===== src/rtl/cont_sinc_cresc_if.sv =====
// Control and status bundle of the synchronous modulo-N up-counter.
// master drives the controls; slave is the counter itself.
interface cont_sinc_cresc_if #(
  parameter int WIDTH = 5
);
  logic             en;
  logic             load;
  logic [WIDTH-1:0] load_val;
  logic             clr_ovf;
  logic [WIDTH-1:0] count;
  logic [WIDTH-1:0] gray;
  logic             tc;
  logic             wrap;
  logic             ovf;

  modport master (
    output en, load, load_val, clr_ovf,
    input  count, gray, tc, wrap, ovf
  );

  modport slave (
    input  en, load, load_val, clr_ovf,
    output count, gray, tc, wrap, ovf
  );
endinterface


===== src/rtl/cont_sinc_cresc.sv =====
// Synchronous modulo-MODULUS up-counter: load (saturating), enable, combinational tc,
// registered wrap pulse, sticky overflow and a Gray copy updated on the same edge as count.
module cont_sinc_cresc #(
  parameter int WIDTH   = 5,
  parameter int MODULUS = 32
) (
  input logic              clk,
  input logic              clear,
  cont_sinc_cresc_if.slave bus
);

  if (MODULUS < 2 || MODULUS > (2 ** WIDTH)) begin : g_bad_modulus
    $error("cont_sinc_cresc: MODULUS must lie in 2..2**WIDTH");
  end

  localparam logic [WIDTH-1:0] LP_MAX = WIDTH'(MODULUS - 1);
  localparam logic [WIDTH-1:0] LP_ONE = WIDTH'(1);

  logic [WIDTH-1:0] r_count;
  logic [WIDTH-1:0] r_gray;
  logic             r_wrap;
  logic             r_ovf;
  logic [WIDTH-1:0] w_next;
  logic             w_at_max;
  logic             w_wrap_evt;

  assign w_at_max = (r_count == LP_MAX);

  // Priority load > en > hold; clear is handled asynchronously in the register.
  always_comb begin
    w_next     = r_count;
    w_wrap_evt = 1'b0;
    if (bus.load) begin
      w_next = (bus.load_val > LP_MAX) ? LP_MAX : bus.load_val;
    end else if (bus.en) begin
      if (w_at_max) begin
        w_next     = '0;
        w_wrap_evt = 1'b1;
      end else begin
        w_next = r_count + LP_ONE;
      end
    end
  end

  always_ff @(posedge clk or posedge clear) begin
    if (clear) begin
      r_count <= '0;
      r_gray  <= '0;
      r_wrap  <= 1'b0;
      r_ovf   <= 1'b0;
    end else begin
      r_count <= w_next;
      // Gray is derived from the next count so it never lags count.
      r_gray  <= w_next ^ (w_next >> 1);
      r_wrap  <= w_wrap_evt;
      if (w_wrap_evt) begin
        r_ovf <= 1'b1;
      end else if (bus.clr_ovf) begin
        r_ovf <= 1'b0;
      end
    end
  end

  assign bus.count = r_count;
  assign bus.gray  = r_gray;
  assign bus.tc    = w_at_max & bus.en;
  assign bus.wrap  = r_wrap;
  assign bus.ovf   = r_ovf;

endmodule


===== src/flat_wrapper.sv =====
// flat-port wrapper written by rule: the top's interface ports become plain ports
module cont_sinc_cresc_flat 
#(
  parameter int WIDTH   = 5,
  parameter int MODULUS = 32
)
  (clk, clear, bus_en, bus_load, bus_load_val, bus_clr_ovf, bus_count, bus_gray, bus_tc, bus_wrap, bus_ovf);
  cont_sinc_cresc_if #(.WIDTH(WIDTH)) bus_i ();
  input logic clk;
  input logic clear;
  input wire logic [$bits(bus_i.en)-1:0] bus_en;
  input wire logic [$bits(bus_i.load)-1:0] bus_load;
  input wire logic [$bits(bus_i.load_val)-1:0] bus_load_val;
  input wire logic [$bits(bus_i.clr_ovf)-1:0] bus_clr_ovf;
  output wire logic [$bits(bus_i.count)-1:0] bus_count;
  output wire logic [$bits(bus_i.gray)-1:0] bus_gray;
  output wire logic [$bits(bus_i.tc)-1:0] bus_tc;
  output wire logic [$bits(bus_i.wrap)-1:0] bus_wrap;
  output wire logic [$bits(bus_i.ovf)-1:0] bus_ovf;
  assign bus_i.en = bus_en;
  assign bus_i.load = bus_load;
  assign bus_i.load_val = bus_load_val;
  assign bus_i.clr_ovf = bus_clr_ovf;
  assign bus_count = bus_i.count;
  assign bus_gray = bus_i.gray;
  assign bus_tc = bus_i.tc;
  assign bus_wrap = bus_i.wrap;
  assign bus_ovf = bus_i.ovf;
  cont_sinc_cresc #(.WIDTH(WIDTH), .MODULUS(MODULUS)) u_core (.clk(clk), .clear(clear), .bus(bus_i));
endmodule

===== config.mk =====
export PLATFORM = sky130hd
export DESIGN_NAME = cont_sinc_cresc_flat
export DESIGN_NICKNAME = d
export VERILOG_FILES = /design/src/rtl/cont_sinc_cresc_if.sv /design/src/rtl/cont_sinc_cresc.sv /design/src/flat_wrapper.sv
export SDC_FILE = /design/constraint.sdc
export NUM_CORES = 1
export LEC_CHECK = 0
export CORE_MARGIN = 10
export CORE_UTILIZATION = 43
export DETAILED_ROUTE_END_ITERATION = 16
export PLACE_DENSITY = 0.8
export SLEW_MARGIN = 20
export SYNTH_ARGS = -nofsm -noshare
export SYNTH_HDL_FRONTEND = slang
export SYNTH_SLANG_ARGS = --single-unit
export TNS_END_PERCENT = 1

===== constraint.sdc =====
create_clock -name clk -period 4.6 [get_ports clk]
set_clock_uncertainty 0.1 [all_clocks]
set_input_delay 0.92 -clock clk [delete_from_list [all_inputs] [get_ports clk]]
set_output_delay 0.92 -clock clk [all_outputs]
set_load 0.005 [all_outputs]

Word level (Yosys, flattened, before mapping)
Cells that the tools add are included.

Input bits: 10. Flip-flop bits (word level): 12.

Bitwise gates (word level): 2. Equality and inequality tests: 1. Reduce and logical (&&, ||, !) cells: 1. Magnitude comparators: 1. Add/subtract/negate cells: 1. Mux-type cells: 9.

Operators by type and width (number): $mux W5 (4); $add A5 B1 Y5 const B (1); $eq A5 B5 Y1 const B (1); $gt A5 B5 Y1 const B (1); $mux W1 (5); $xor A5 B4 Y5 (1); $reduce_bool A2 Y1 (1); $and A1 B1 Y1 (1).

Logic depth before layout (Yosys ltp)
Depth in word-level cells: 5. Depth in mapped cells: 7.

Worst setup path after synthesis
Ideal clock, no wire load.

Kind: input to output. Start: input port bus_en. End: output port bus_tc. Arrival time: 1.210 ns. Data required time: 3.580 ns. Stages on the path: 2. Slack: 2.370 ns. Cell sequence: buf_6 and2_2.

Longest elaborated chain between the ends: 1.

RTL lines: start: declaration (RTL line flat_wrapper.sv:11) `input wire logic [$bits(bus_i.en)-1:0] bus_en;`; $and A1 B1 Y1 (RTL line cont_sinc_cresc.sv:66) `assign bus.tc = w_at_max & bus.en;`; end: declaration (RTL line flat_wrapper.sv:17) `output wire logic [$bits(bus_i.tc)-1:0] bus_tc;`.

Every way passes these cells.

Worst setup path in the final report
Ends and elaborated chain as after synthesis.

==> impl_metrics.env <==
export IMPL_holdPathEnd="u_core.bus.ovf$_DFFE_PP0P_"
export IMPL_synth_common_cells="dfrtp_1, inv_1, ha_1, o21ai_0, xor2_1"
export IMPL_clkTransAtPathRegs_ns=0.07
export IMPL_fin_setup_tns_ns=0
export IMPL_layout_nets=87
export IMPL_grt_usage_pct=8.87
export IMPL_path_cells="clkdlybuf4s50_1, and2_2, clkdlybuf4s50_1"
export IMPL_synth_warnings=0
export IMPL_hold_buffers=0
export IMPL_drv_slew=0
export IMPL_cp_arrival_ns=2.21
export IMPL_multiInputGateArea_sq_um=235
export IMPL_final_util_pct=68.4
export IMPL_crit_family="buffers and inverters"
export IMPL_netlist_area_sq_um=561
export IMPL_dp_hpwl_um=1020
export IMPL_crit_path_end_kind="output port"
export IMPL_overflow=0
export IMPL_antenna_left=0
export IMPL_portBuffers=22
export IMPL_slew_headroom_pct=72.6
export IMPL_vias=427
export IMPL_syn_inst=50
export IMPL_crit_required_ns=3.58
export IMPL_synthFlopType="dfrtp_1"
export IMPL_p_switching_w=0.0000690
export IMPL_start_util_pct=47.9
export IMPL_hold_depth=2
export IMPL_fin_crit_ns=3.23
export IMPL_pin_count=23
export IMPL_diodes=0
export IMPL_final_hold_viol_count=0
export IMPL_post_cts_buffers=0
export IMPL_period_share_pct=70.3
export IMPL_path_max_fanout=8
export IMPL_power_frac_comb_pct=28.3
export IMPL_fmax_mhz=309
export IMPL_cts_sinks=11
export IMPL_p_leak_nw=0.364
export IMPL_cts_buffers=3
export IMPL_crit_top_cell="clkdlybuf4s50_1"
export IMPL_synth_edf_count=0
export IMPL_maxCapViolCount=0
export IMPL_core_area_sq_um=1170
export IMPL_hp_start="u_core.bus.ovf$_DFFE_PP0P_"
export IMPL_r2r_slack_ns=2.59
export IMPL_yosysMostFrequentCell="dfrtp_1"
export IMPL_cts_resized=0
export IMPL_syn_area_per_cell_sq_um=11.2
export IMPL_synth_seq_area_share_pct=49.1
export IMPL_drcViolationCount=0
export IMPL_worstSetupPathType="in2out"
export IMPL_grt_max_degree=12
export IMPL_hp_class="reg2reg"
export IMPL_grt_pass1_wl_um=2210
export IMPL_design_area_sq_um=801
export IMPL_dr_pass1_iters=3
export IMPL_synth_nets=63
export IMPL_rr_startpoint="u_core.bus.count[0]$_DFF_PP0_"
export IMPL_area_growth_pct=42.9
export IMPL_path_depth=3
export IMPL_power_density_nw_per_um2=323
export IMPL_die_w_um=56.1
export IMPL_cts_path_max_buffers=2
export IMPL_cpMaxStageDelayCell="clkdlybuf4s50_1"
export IMPL_ir_drop_uv=183
export IMPL_place_area_sq_um=774
export IMPL_fp_dieH_um=56.1
export IMPL_vias_per_cell=4.91
export IMPL_first_iter_violations=6
export IMPL_seqCellArea_sq_um=275
export IMPL_grt_antenna_before_repair=0
export IMPL_fill_cells=95
export IMPL_status="completed"
export IMPL_synth_top_cell_by_area="dfrtp_1"
export IMPL_power_internal_w=0.000190
export IMPL_synth_cell_types=24
export IMPL_clk_insertion_delay_late_ns=0.27
export IMPL_pwr_share_clk_pct=25.6
export IMPL_worstRegToRegCells=7
export IMPL_grt_pass1_vias=464
export IMPL_setup_viol=0
export IMPL_yosys_area_top_type_share_pct=49.1
export IMPL_tightest_slew_ns=0.410
export IMPL_ys_ff_latch=11
export IMPL_cpPeakStageDelay_ns=0.61
export IMPL_wl_um=1270
export IMPL_row_count=12
export IMPL_synthTopCellsByArea="dfrtp_1, ha_1, inv_1"
export IMPL_die_area_sq_um=3150
export IMPL_cp_start_kind="input port"
export IMPL_p_sw_share_pct=26.7
export IMPL_cts_tree="done"
export IMPL_routed_wire_length_per_instance_um=14.6
export IMPL_cts_htree_levels=1
export IMPL_drive_gt1_share_pct=12.3
export IMPL_seqPwrFrac_pct=46.1
export IMPL_rsz0062_at_grt="false"
export IMPL_regToRegEndpoint="u_core.bus.gray[2]$_DFF_PP0_"
export IMPL_root_buffer="clkbuf_4"
export IMPL_critPathBufInv=2
export IMPL_async_flop_share_pct=100
export IMPL_gp_congestion=0.690
## metal layers
| metal | track usage (%) | vias to the layer above | wire [um] |
|---|---|---|---|
| li1 | - | 211 | - |
| met1 | 9.29 | 191 | 547 |
| met2 | 12.4 | 20 | 530 |
| met3 | 5.92 | 5 | 153 |
| met4 | 6.14 | 0 | 34 |
| met5 | 0 | - | 0 |
## power by group through the flow
stage               clock [W]  sequential (W)  combinational (W)
detailed placement          0        0.000121          0.0000747
CTS                 0.0000686        0.000119          0.0000752
finish              0.0000663        0.000119          0.0000733
global placement            0        0.000120          0.0000737
floorplan                   0        0.000122          0.0000314
global route        0.0000727        0.000121          0.0000822
## cells by family (layout without fill, tap and decap cells)
group | after synthesis | in the layout | share of synthesized area (%)
AO/OA/AOI/OAI | 11 | 11 | 14.5
flip-flops | 11 | 11 | 49.1
buffers and inverters | 10 | 33 | 8.93
AND/OR/NAND/NOR | 9 | 9 | 11.2
XOR/XNOR | 5 | 5 | 7.81
adder cells (fa/ha/maj) | 3 | 3 | 6.70
multiplexers | 1 | 1 | 1.79
## area by class of cell
class                           instances  area share (%)
Clock buffer                            4            3.28
Timing Repair Buffer                   22            27.5
Tap cell                               14            2.19
Sequential cell                        11            34.4
Multi-Input combinational cell         29            29.4
Inverter                                7            3.28
## how the worst max path moves through the flow
stage,from,endpoint,slack (ns)
3_3_place_gp,bus_en,bus_tc,1.39
4_1_cts,bus_en,bus_tc,1.36
5_1_grt,bus_en,bus_tc,1.30
2_1_floorplan,bus_en,bus_tc,2.37
3_5_place_dp,bus_en,bus_tc,1.36
6_report,bus_en,bus_tc,1.37
## layout by cell type, fill, tap and decap left out, drive strengths merged
| cell | Yosys | routed |
|---|---|---|
| mux2i | 1 | 1 |
| xor2 | 3 | 3 |
| nand2 | 2 | 2 |
| clkbuf | 0 | 4 |
| clkdlybuf4s50 | 0 | 22 |
| dfrtp | 11 | 11 |
| inv | 7 | 7 |
| a221oi | 1 | 1 |
| o21ai | 6 | 6 |
| a21oi | 3 | 3 |
| and3 | 1 | 1 |
| nand3b | 1 | 1 |
| ha | 3 | 3 |
| and2 | 1 | 1 |
| xnor2 | 2 | 2 |
| nand4 | 1 | 1 |
| nor2b | 2 | 2 |
| nor3b | 1 | 1 |
| a221o | 1 | 1 |
## worst reg2reg max path: stages, from the launching register on
cell,delay [ns]
dfrtp_1,0.43
ha_1,0.24
and3_1,0.21
ha_1,0.24
o21ai_0,0.26
a221oi_2,0.11
a21oi_2,0.20
xor2_1,0.16
## state kept, by name, indices dropped and copies added (netlist names)
name,flops
u_core.bus.count,5
u_core.bus.gray,4
u_core.bus.ovf,1
u_core.bus.wrap,1
## stage by stage
stage | cells | setup slack, ns | power, W | hold WS [ns]
finish | 87 | 1.37 | 0.000259 | 0.432
detailed placement | 83 | 1.36 | 0.000196 | 0.426
global route | 87 | 1.30 | 0.000276 | 0.497
floorplan | 50 | 2.37 | 0.000153 | 0.417
CTS | 87 | 1.36 | 0.000263 | 0.437
global placement | 83 | 1.39 | 0.000194 | 0.416
No activity file was read; power rests on OpenSTA's default activity.
